==> src/rtl/stack_pointer_unit_if.sv <==
// Bus between the stack-cache controller (master) and stack_pointer_unit (slave).
// Carries the CSR port, the push/pop handshake, and the speculation controls,
// together with every status output of the unit.
//   CSRAddr/CSRWriteEnable/CSRDataIn -> CSR access; CSRDataOut/CSRWriteStall back
//   PushEnable/PopEnable             -> element ops; PushAck/PopAck/errors/spill/fill back
//   SpecStart/SpecCommit/SpecMispredict -> checkpoint LIFO; CheckpointCount/Full back
interface stack_pointer_unit_if #(
    parameter int ADDRESS_BITWIDTH = 32,
    parameter int CHECKPOINT_DEPTH = 4
);
    localparam int CW = $clog2(CHECKPOINT_DEPTH + 1);

    logic [1:0]                  CSRAddr;
    logic                        CSRWriteEnable;
    logic [ADDRESS_BITWIDTH-1:0] CSRDataIn;
    logic [ADDRESS_BITWIDTH-1:0] CSRDataOut;
    logic                        CSRWriteStall;

    logic                        PushEnable;
    logic                        PopEnable;
    logic                        PushAck;
    logic                        PopAck;
    logic                        OverflowError;
    logic                        UnderflowError;
    logic                        SpillPulse;
    logic                        FillPulse;
    logic [ADDRESS_BITWIDTH-1:0] CurrentStackPointer;
    logic                        PrePopEnable;
    logic                        GrowUp;

    logic                        SpecStart;
    logic                        SpecCommit;
    logic                        SpecMispredict;
    logic [CW-1:0]               CheckpointCount;
    logic                        CheckpointFull;

    modport master (
        output CSRAddr, CSRWriteEnable, CSRDataIn,
               PushEnable, PopEnable,
               SpecStart, SpecCommit, SpecMispredict,
        input  CSRDataOut, CSRWriteStall,
               PushAck, PopAck, OverflowError, UnderflowError,
               SpillPulse, FillPulse, CurrentStackPointer, PrePopEnable, GrowUp,
               CheckpointCount, CheckpointFull
    );

    modport slave (
        input  CSRAddr, CSRWriteEnable, CSRDataIn,
               PushEnable, PopEnable,
               SpecStart, SpecCommit, SpecMispredict,
        output CSRDataOut, CSRWriteStall,
               PushAck, PopAck, OverflowError, UnderflowError,
               SpillPulse, FillPulse, CurrentStackPointer, PrePopEnable, GrowUp,
               CheckpointCount, CheckpointFull
    );
endinterface

==> src/rtl/stack_pointer_unit.sv <==
// Stack pointer tracker for one stack-cache context.
// Owns SP, upper/lower bounds, growth direction, PrePop and sticky error bits;
// bound-checks push/pop, flags line spill/fill crossings, and keeps a LIFO of
// SP checkpoints for nested speculation (commit / mispredict rollback).
// Ports:
//   clk          clock
//   async_rst_n  asynchronous active-low reset
//   clk_en       global enable; low freezes all state and silences all pulses
//   bus          stack_pointer_unit_if.slave (CSR, push/pop, speculation, status)
module stack_pointer_unit #(
    parameter int ADDRESS_BITWIDTH = 32,
    parameter int LINESIZE         = 8,
    parameter int CHECKPOINT_DEPTH = 4
) (
    input  logic clk,
    input  logic async_rst_n,
    input  logic clk_en,
    stack_pointer_unit_if.slave bus
);
    localparam int AW = ADDRESS_BITWIDTH;
    localparam int L  = $clog2(LINESIZE);
    localparam int CW = $clog2(CHECKPOINT_DEPTH + 1);
    localparam logic [CW-1:0] FULL_COUNT = CW'(CHECKPOINT_DEPTH);
    localparam logic [CW-1:0] COUNT_ONE  = CW'(1);
    localparam logic [AW-1:0] SP_ONE     = AW'(1);

    logic [AW-1:0] sp;
    logic [AW-1:0] upper;
    logic [AW-1:0] lower;
    logic          grow_up;
    logic          pre_pop;
    logic          sticky_ovf;
    logic          sticky_udf;
    logic [CW-1:0] count;
    // ckpt[0] is always the top of the LIFO; entries shift on push/pop
    logic [AW-1:0] ckpt [CHECKPOINT_DEPTH];

    logic          spec_active;
    logic          write_go;
    logic          sp_write;
    logic          meta_write;
    logic          mispredict;
    logic          ops_live;
    logic          push_valid;
    logic          pop_valid;
    logic          push_ack;
    logic          pop_ack;
    logic          ovf_err;
    logic          udf_err;
    logic          lone_push;
    logic          lone_pop;
    logic          spill;
    logic          fill;
    logic          start;
    logic          commit;
    logic [L-1:0]  line_off;
    logic [AW-1:0] next_sp;
    logic [AW-1:0] meta;

    always_comb begin
        spec_active = (count != '0);
        write_go    = bus.CSRWriteEnable & clk_en & ~spec_active;
        sp_write    = write_go & (bus.CSRAddr == 2'b11);
        meta_write  = write_go & (bus.CSRAddr == 2'b00);
        mispredict  = bus.SpecMispredict & clk_en & spec_active;
        // A rollback or a direct SP write takes the SP path this cycle, so the
        // element ops are dropped silently (no ack, no error).
        ops_live    = clk_en & ~mispredict & ~sp_write;

        push_valid  = grow_up ? (sp != upper) : (sp != lower);
        pop_valid   = grow_up ? (sp != lower) : (sp != upper);

        push_ack = 1'b0;
        pop_ack  = 1'b0;
        ovf_err  = 1'b0;
        udf_err  = 1'b0;
        if (ops_live) begin
            if (bus.PushEnable && bus.PopEnable) begin
                // Top replace: only the pop side can be out of range.
                if (pop_valid) begin
                    push_ack = 1'b1;
                    pop_ack  = 1'b1;
                end else begin
                    udf_err = 1'b1;
                end
            end else if (bus.PushEnable) begin
                push_ack = push_valid;
                ovf_err  = ~push_valid;
            end else if (bus.PopEnable) begin
                pop_ack = pop_valid;
                udf_err = ~pop_valid;
            end
        end

        lone_push = push_ack & ~pop_ack;
        lone_pop  = pop_ack & ~push_ack;
        line_off  = sp[L-1:0];
        spill     = lone_push & (grow_up ? (line_off == '1) : (line_off == '0));
        fill      = lone_pop  & (grow_up ? (line_off == '0) : (line_off == '1));

        next_sp = sp;
        if (mispredict) begin
            next_sp = ckpt[0];
        end else if (sp_write) begin
            next_sp = bus.CSRDataIn;
        end else if (lone_push) begin
            next_sp = grow_up ? (sp + SP_ONE) : (sp - SP_ONE);
        end else if (lone_pop) begin
            next_sp = grow_up ? (sp - SP_ONE) : (sp + SP_ONE);
        end

        start  = bus.SpecStart  & clk_en & ~mispredict;
        commit = bus.SpecCommit & clk_en & ~mispredict;

        meta    = '0;
        meta[0] = grow_up;
        meta[1] = pre_pop;
        meta[8] = sticky_ovf;
        meta[9] = sticky_udf;
    end

    always_ff @(posedge clk or negedge async_rst_n) begin
        if (!async_rst_n) begin
            sp         <= '0;
            upper      <= '0;
            lower      <= '0;
            grow_up    <= 1'b0;
            pre_pop    <= 1'b0;
            sticky_ovf <= 1'b0;
            sticky_udf <= 1'b0;
            count      <= '0;
            for (int unsigned i = 0; i < CHECKPOINT_DEPTH; i++) begin
                ckpt[i] <= '0;
            end
        end else if (clk_en) begin
            sp <= next_sp;

            if (write_go) begin
                case (bus.CSRAddr)
                    2'b00: begin
                        grow_up <= bus.CSRDataIn[0];
                        pre_pop <= bus.CSRDataIn[1];
                    end
                    2'b01:   upper <= bus.CSRDataIn;
                    2'b10:   lower <= bus.CSRDataIn;
                    default: ;
                endcase
            end

            // Write-1-to-clear, with a same-cycle set taking precedence.
            sticky_ovf <= (sticky_ovf & ~(meta_write & bus.CSRDataIn[8])) | ovf_err;
            sticky_udf <= (sticky_udf & ~(meta_write & bus.CSRDataIn[9])) | udf_err;

            if (mispredict) begin
                for (int unsigned i = 0; i + 1 < CHECKPOINT_DEPTH; i++) begin
                    ckpt[i] <= ckpt[i+1];
                end
                count <= count - COUNT_ONE;
            end else if (start && commit && spec_active) begin
                ckpt[0] <= next_sp;
            end else if (commit && spec_active) begin
                for (int unsigned i = 0; i + 1 < CHECKPOINT_DEPTH; i++) begin
                    ckpt[i] <= ckpt[i+1];
                end
                count <= count - COUNT_ONE;
            end else if (start && (count != FULL_COUNT)) begin
                for (int unsigned i = 1; i < CHECKPOINT_DEPTH; i++) begin
                    ckpt[i] <= ckpt[i-1];
                end
                ckpt[0] <= next_sp;
                count   <= count + COUNT_ONE;
            end
        end
    end

    always_comb begin
        case (bus.CSRAddr)
            2'b00:   bus.CSRDataOut = meta;
            2'b01:   bus.CSRDataOut = upper;
            2'b10:   bus.CSRDataOut = lower;
            default: bus.CSRDataOut = sp;
        endcase
    end

    assign bus.CSRWriteStall       = bus.CSRWriteEnable & clk_en & spec_active;
    assign bus.PushAck             = push_ack;
    assign bus.PopAck              = pop_ack;
    assign bus.OverflowError       = ovf_err;
    assign bus.UnderflowError      = udf_err;
    assign bus.SpillPulse          = spill;
    assign bus.FillPulse           = fill;
    assign bus.CurrentStackPointer = sp;
    assign bus.PrePopEnable        = pre_pop;
    assign bus.GrowUp              = grow_up;
    assign bus.CheckpointCount     = count;
    assign bus.CheckpointFull      = (count == FULL_COUNT);
endmodule

==> src/flat_wrapper.sv <==
// flat-port wrapper written by rule: the top's interface ports become plain ports
module stack_pointer_unit_flat 
#(
    parameter int ADDRESS_BITWIDTH = 32,
    parameter int LINESIZE         = 8,
    parameter int CHECKPOINT_DEPTH = 4
)
  (clk, async_rst_n, clk_en, bus_CSRAddr, bus_CSRWriteEnable, bus_CSRDataIn, bus_PushEnable, bus_PopEnable, bus_SpecStart, bus_SpecCommit, bus_SpecMispredict, bus_CSRDataOut, bus_CSRWriteStall, bus_PushAck, bus_PopAck, bus_OverflowError, bus_UnderflowError, bus_SpillPulse, bus_FillPulse, bus_CurrentStackPointer, bus_PrePopEnable, bus_GrowUp, bus_CheckpointCount, bus_CheckpointFull);
  stack_pointer_unit_if #(.ADDRESS_BITWIDTH(ADDRESS_BITWIDTH), .CHECKPOINT_DEPTH(CHECKPOINT_DEPTH)) bus_i ();
  input  logic clk;
  input  logic async_rst_n;
  input  logic clk_en;
  input wire logic [$bits(bus_i.CSRAddr)-1:0] bus_CSRAddr;
  input wire logic [$bits(bus_i.CSRWriteEnable)-1:0] bus_CSRWriteEnable;
  input wire logic [$bits(bus_i.CSRDataIn)-1:0] bus_CSRDataIn;
  input wire logic [$bits(bus_i.PushEnable)-1:0] bus_PushEnable;
  input wire logic [$bits(bus_i.PopEnable)-1:0] bus_PopEnable;
  input wire logic [$bits(bus_i.SpecStart)-1:0] bus_SpecStart;
  input wire logic [$bits(bus_i.SpecCommit)-1:0] bus_SpecCommit;
  input wire logic [$bits(bus_i.SpecMispredict)-1:0] bus_SpecMispredict;
  output wire logic [$bits(bus_i.CSRDataOut)-1:0] bus_CSRDataOut;
  output wire logic [$bits(bus_i.CSRWriteStall)-1:0] bus_CSRWriteStall;
  output wire logic [$bits(bus_i.PushAck)-1:0] bus_PushAck;
  output wire logic [$bits(bus_i.PopAck)-1:0] bus_PopAck;
  output wire logic [$bits(bus_i.OverflowError)-1:0] bus_OverflowError;
  output wire logic [$bits(bus_i.UnderflowError)-1:0] bus_UnderflowError;
  output wire logic [$bits(bus_i.SpillPulse)-1:0] bus_SpillPulse;
  output wire logic [$bits(bus_i.FillPulse)-1:0] bus_FillPulse;
  output wire logic [$bits(bus_i.CurrentStackPointer)-1:0] bus_CurrentStackPointer;
  output wire logic [$bits(bus_i.PrePopEnable)-1:0] bus_PrePopEnable;
  output wire logic [$bits(bus_i.GrowUp)-1:0] bus_GrowUp;
  output wire logic [$bits(bus_i.CheckpointCount)-1:0] bus_CheckpointCount;
  output wire logic [$bits(bus_i.CheckpointFull)-1:0] bus_CheckpointFull;
  assign bus_i.CSRAddr = bus_CSRAddr;
  assign bus_i.CSRWriteEnable = bus_CSRWriteEnable;
  assign bus_i.CSRDataIn = bus_CSRDataIn;
  assign bus_i.PushEnable = bus_PushEnable;
  assign bus_i.PopEnable = bus_PopEnable;
  assign bus_i.SpecStart = bus_SpecStart;
  assign bus_i.SpecCommit = bus_SpecCommit;
  assign bus_i.SpecMispredict = bus_SpecMispredict;
  assign bus_CSRDataOut = bus_i.CSRDataOut;
  assign bus_CSRWriteStall = bus_i.CSRWriteStall;
  assign bus_PushAck = bus_i.PushAck;
  assign bus_PopAck = bus_i.PopAck;
  assign bus_OverflowError = bus_i.OverflowError;
  assign bus_UnderflowError = bus_i.UnderflowError;
  assign bus_SpillPulse = bus_i.SpillPulse;
  assign bus_FillPulse = bus_i.FillPulse;
  assign bus_CurrentStackPointer = bus_i.CurrentStackPointer;
  assign bus_PrePopEnable = bus_i.PrePopEnable;
  assign bus_GrowUp = bus_i.GrowUp;
  assign bus_CheckpointCount = bus_i.CheckpointCount;
  assign bus_CheckpointFull = bus_i.CheckpointFull;
  stack_pointer_unit #(.ADDRESS_BITWIDTH(ADDRESS_BITWIDTH), .LINESIZE(LINESIZE), .CHECKPOINT_DEPTH(CHECKPOINT_DEPTH)) u_core (.clk(clk), .async_rst_n(async_rst_n), .clk_en(clk_en), .bus(bus_i));
endmodule
==> config.mk <==
export PLATFORM = sky130hd
export DESIGN_NAME = stack_pointer_unit_flat
export DESIGN_NICKNAME = d
export VERILOG_FILES = /design/src/rtl/stack_pointer_unit_if.sv /design/src/rtl/stack_pointer_unit.sv /design/src/flat_wrapper.sv
export SDC_FILE = /design/constraint.sdc
export NUM_CORES = 1
export LEC_CHECK = 0
export CAP_MARGIN = 25
export CORE_MARGIN = 2
export CORE_UTILIZATION = 39
export DETAILED_ROUTE_END_ITERATION = 8
export MAX_ROUTING_LAYER = met4
export PLACE_DENSITY_LB_ADDON = 0.3
export SLEW_MARGIN = 0
export SYNTH_ARGS = -nofsm -noshare
export SYNTH_HDL_FRONTEND = slang
export SYNTH_SLANG_ARGS = --single-unit
export TNS_END_PERCENT = 30
==> constraint.sdc <==
create_clock -name clk -period 7.1 [get_ports clk]
set_clock_uncertainty 0.15 [all_clocks]
set_input_delay 1.775 -clock clk [delete_from_list [all_inputs] [get_ports clk]]
set_output_delay 1.775 -clock clk [all_outputs]
set_load 0.01 [all_outputs]
==> qor.yml <==
maxCapViolations: 0
yosysTopAreaCellShare_pct: 43.3
grt_usage_pct: 25.8
crit_required_ns: 5.18
synth_edf_count: 0
rsz0062_at_grt: "false"
synth_ff_type: "dfrtp_1"
clock_path_buffers: 3
htreeDepth: 1
hold_slack_ns: 0.339
drv_slew: 0
path_buf_inv: 2
port_buffers: 119
dieArea_mm2: 0.0357
grt_pass1_vias: 10988
ys_top_cells_by_count: "dfrtp_1 (231), nand2_1 (145), mux2_2 (126), o21ai_0 (108), clkbuf_1 (81)"
seqCellArea_mm2: 0.00578
cts.sinks: 231
p_sw_w: 0.00265
grt-ovfl-total: 0
timing.final.crit_share_pct: 89.6
synth_cell_types: 75
design_area_mm2: 0.0158
path_clk_slew_ns: 0.06
r2r-start: "u_core.bus.CurrentStackPointer[9]$_DFFE_PN0P_"
drive_gt1_share_pct: 15.4
wl_per_cell_um: 23.5
num_rows: 67
gp_congestion: 0.964
tightest_slew_ns: 1.05
fin_tns_setup_ns: 0
power_frac_comb_pct: 39.4
critPathMaxStageDelay_ns: 0.57
drt-total-wl_um: 45100
syn_inst: 1392
ys_seq_elements: 231
grt_pass1_wl_um: 69300
nFillCells: 3180
area_delta_synth_final_pct: 18.1
hpwl_um: 31300
cp_cell_sequence: "clkdlybuf4s50_1, and4b_1, a221oi_4, nand3_1, a21oi_1, nor2_1, a21oi_1, clkdlybuf4s50_1"
p_sw_share_pct: 40.8
status: "complete, no violations"
coreArea_mm2: 0.0336
synth_warnings: 0
hold_class: "register to register"
powerDensity_mw_per_mm2: 412
ctsResizeCount: 0
syn_area_mm2: 0.0133
die_w_um: 189
nets: 1500
grt_antenna_before_repair: 0
insertion_delay_ns: 0.54
grt_max_degree: 155
postCtsSetupBuffers: 0
cts-root-buf: "clkbuf_16"
crit_path_start: "clk_en"
slowest_stage: "clkdlybuf4s50_1"
peakVddDrop_mv: 0.214
via_count: 11512
yosysTopAreaCell: "dfrtp_1"
cts_hold_buffers: 0
clock_power_share_pct: 20.4
ys_seq_area_share_pct: 43.3
cts_tree: "done"
hold_violations: 0
setup_viol: 0
multi_input_area_mm2: 0.00707
p_leak_nw: 6.60
crit_fanout: 9
synth.area.top_cells: "dfrtp_1 (43%), mux2_2 (11%), a22oi_1 (4.2%), nand2_1 (4.1%), o21ai_0 (4.0%)"
n_antenna_cell: 0
critical_path_class: "input port to primary output"
min_period_ns: 6.36
via_per_inst: 6.00
async_flop_share_pct: 100
endpoint_kind: "primary output"
arrival_ns: 4.44
drc: 0
fmax_mhz: 157
drt_iter0_drc: 1090
critPathLaunchType: "input port"
p_int_w: 0.00385
p_seq_share_pct: 40.2
cts_buffers: 26
mappedNetlistNets: 1442
drt-pass1-iter-count: 5
pin_count: 120
placed_area_mm2: 0.0149
avgSynthCellArea_um2: 9.59
hp-start: "u_core.sticky_ovf$_DFFE_PN0P_"
antenna_left: 0
synth.most_common_cell: "dfrtp_1"
crit_family: "buffers and inverters"
die_h_um: 189
initial_core_util_pct: 39.7
slew_headroom_pct: 30.0
placed cells by master (no fill, tap or decap), types with 6 or more instances in the layout:
| cell | n |
|---|---|
| dfrtp_1 | 231 |
| and2_1 | 7 |
| nor4_1 | 16 |
| o211ai_1 | 6 |
| clkbuf_8 | 8 |
| nor2_1 | 79 |
| o31ai_1 | 10 |
| a21oi_1 | 54 |
| buf_4 | 29 |
| clkdlybuf4s50_1 | 117 |
| o21ai_0 | 108 |
| xor2_1 | 44 |
| a22o_1 | 34 |
| a21o_1 | 8 |
| nor2b_1 | 6 |
| nor3_1 | 30 |
| nand3_1 | 28 |
| nand2_1 | 145 |
| and3_1 | 15 |
| inv_1 | 15 |
| a22oi_1 | 75 |
| or2_2 | 6 |
| ha_1 | 7 |
| mux2_2 | 126 |
| o22ai_1 | 21 |
| or3_1 | 13 |
| xnor2_1 | 54 |
| clkbuf_16 | 27 |
| clkbuf_1 | 9 |
| nand4_1 | 22 |
stage by stage:
step	total power (W)	instances	setup slack, ns	util, %
finish	0.00649	1918	0.735	46.9
global route	0.00685	1918	0.554	46.9
CTS	0.00650	1917	0.772	46.8
detailed placement	0.00515	1869	0.787	44.3
global placement	0.00510	1869	0.789	44.3
floorplan	0.00399	1392	1.87	-
power by group through the flow:
stage	registers (W)	clock network (W)	logic, W
after detailed placement	0.00261	0	0.00254
after global routing	0.00269	0.00141	0.00276
after floorplan	0.00223	0	0.00176
after global placement	0.00259	0	0.00251
final	0.00261	0.00133	0.00256
after CTS	0.00259	0.00135	0.00256
flip-flops by register name, summed over array words and instances, names as in the netlist:
name	flops
u_core.lower	32
u_core.sticky_ovf	1
u_core.bus.CheckpointCount	3
u_core.bus.GrowUp	1
u_core.upper	32
u_core.bus.CurrentStackPointer	32
u_core.sticky_udf	1
u_core.bus.PrePopEnable	1
u_core.ckpt	128
path summary, 6_finish.rpt:
kind	slack, ns	depth (start not counted)	endpoint
worst max-delay path	0.74	8	bus_FillPulse
worst min-delay path	0.34	1	u_core.sticky_ovf$_DFFE_PN0P_
worst max register to register	2.14	10	u_core.ckpt[103]$_DFFE_PN0P_
worst min register to register	0.34	1	u_core.sticky_ovf$_DFFE_PN0P_
max in group asynchronous	4.49	2	u_core.ckpt[0]$_DFFE_PN0P_
min in group asynchronous	1.06	1	u_core.upper[30]$_DFFE_PN0P_
per-layer routing:
layer  part of all wire [%]  up-vias  global-route usage, %
met3                    7.4       71                   4.62
met2                     45      451                   38.3
met5                      0        -                      -
met4                    3.9        0                   9.34
met1                     44     5769                   35.2
li1                       -     5221                      -
cell type report:
| type | instances | share of cell area [%] |
|---|---|---|
| inverters | 15 | 0.357 |
| multi-input cells | 1026 | 44.9 |
| clock inverters | 4 | 0.183 |
| repair buffers | 150 | 9.14 |
| clock buffers | 44 | 5.20 |
| flip-flops and latches | 231 | 36.7 |
| well taps | 448 | 3.56 |
kinds of logic (layout without fill, tap and decap cells):
logic type | Yosys count | after routing | share of synthesized area (%)
AND/OR/NAND/NOR | 401 | 401 | 14.5
AO/OA/AOI/OAI | 385 | 385 | 19.4
buffers and inverters | 135 | 213 | 4.08
multiplexers | 135 | 135 | 11.7
XOR/XNOR | 98 | 98 | 6.43
flip-flops | 231 | 231 | 43.3
adder cells (fa/ha/maj) | 7 | 7 | 0.656
Power figures use the tool's default switching activity.
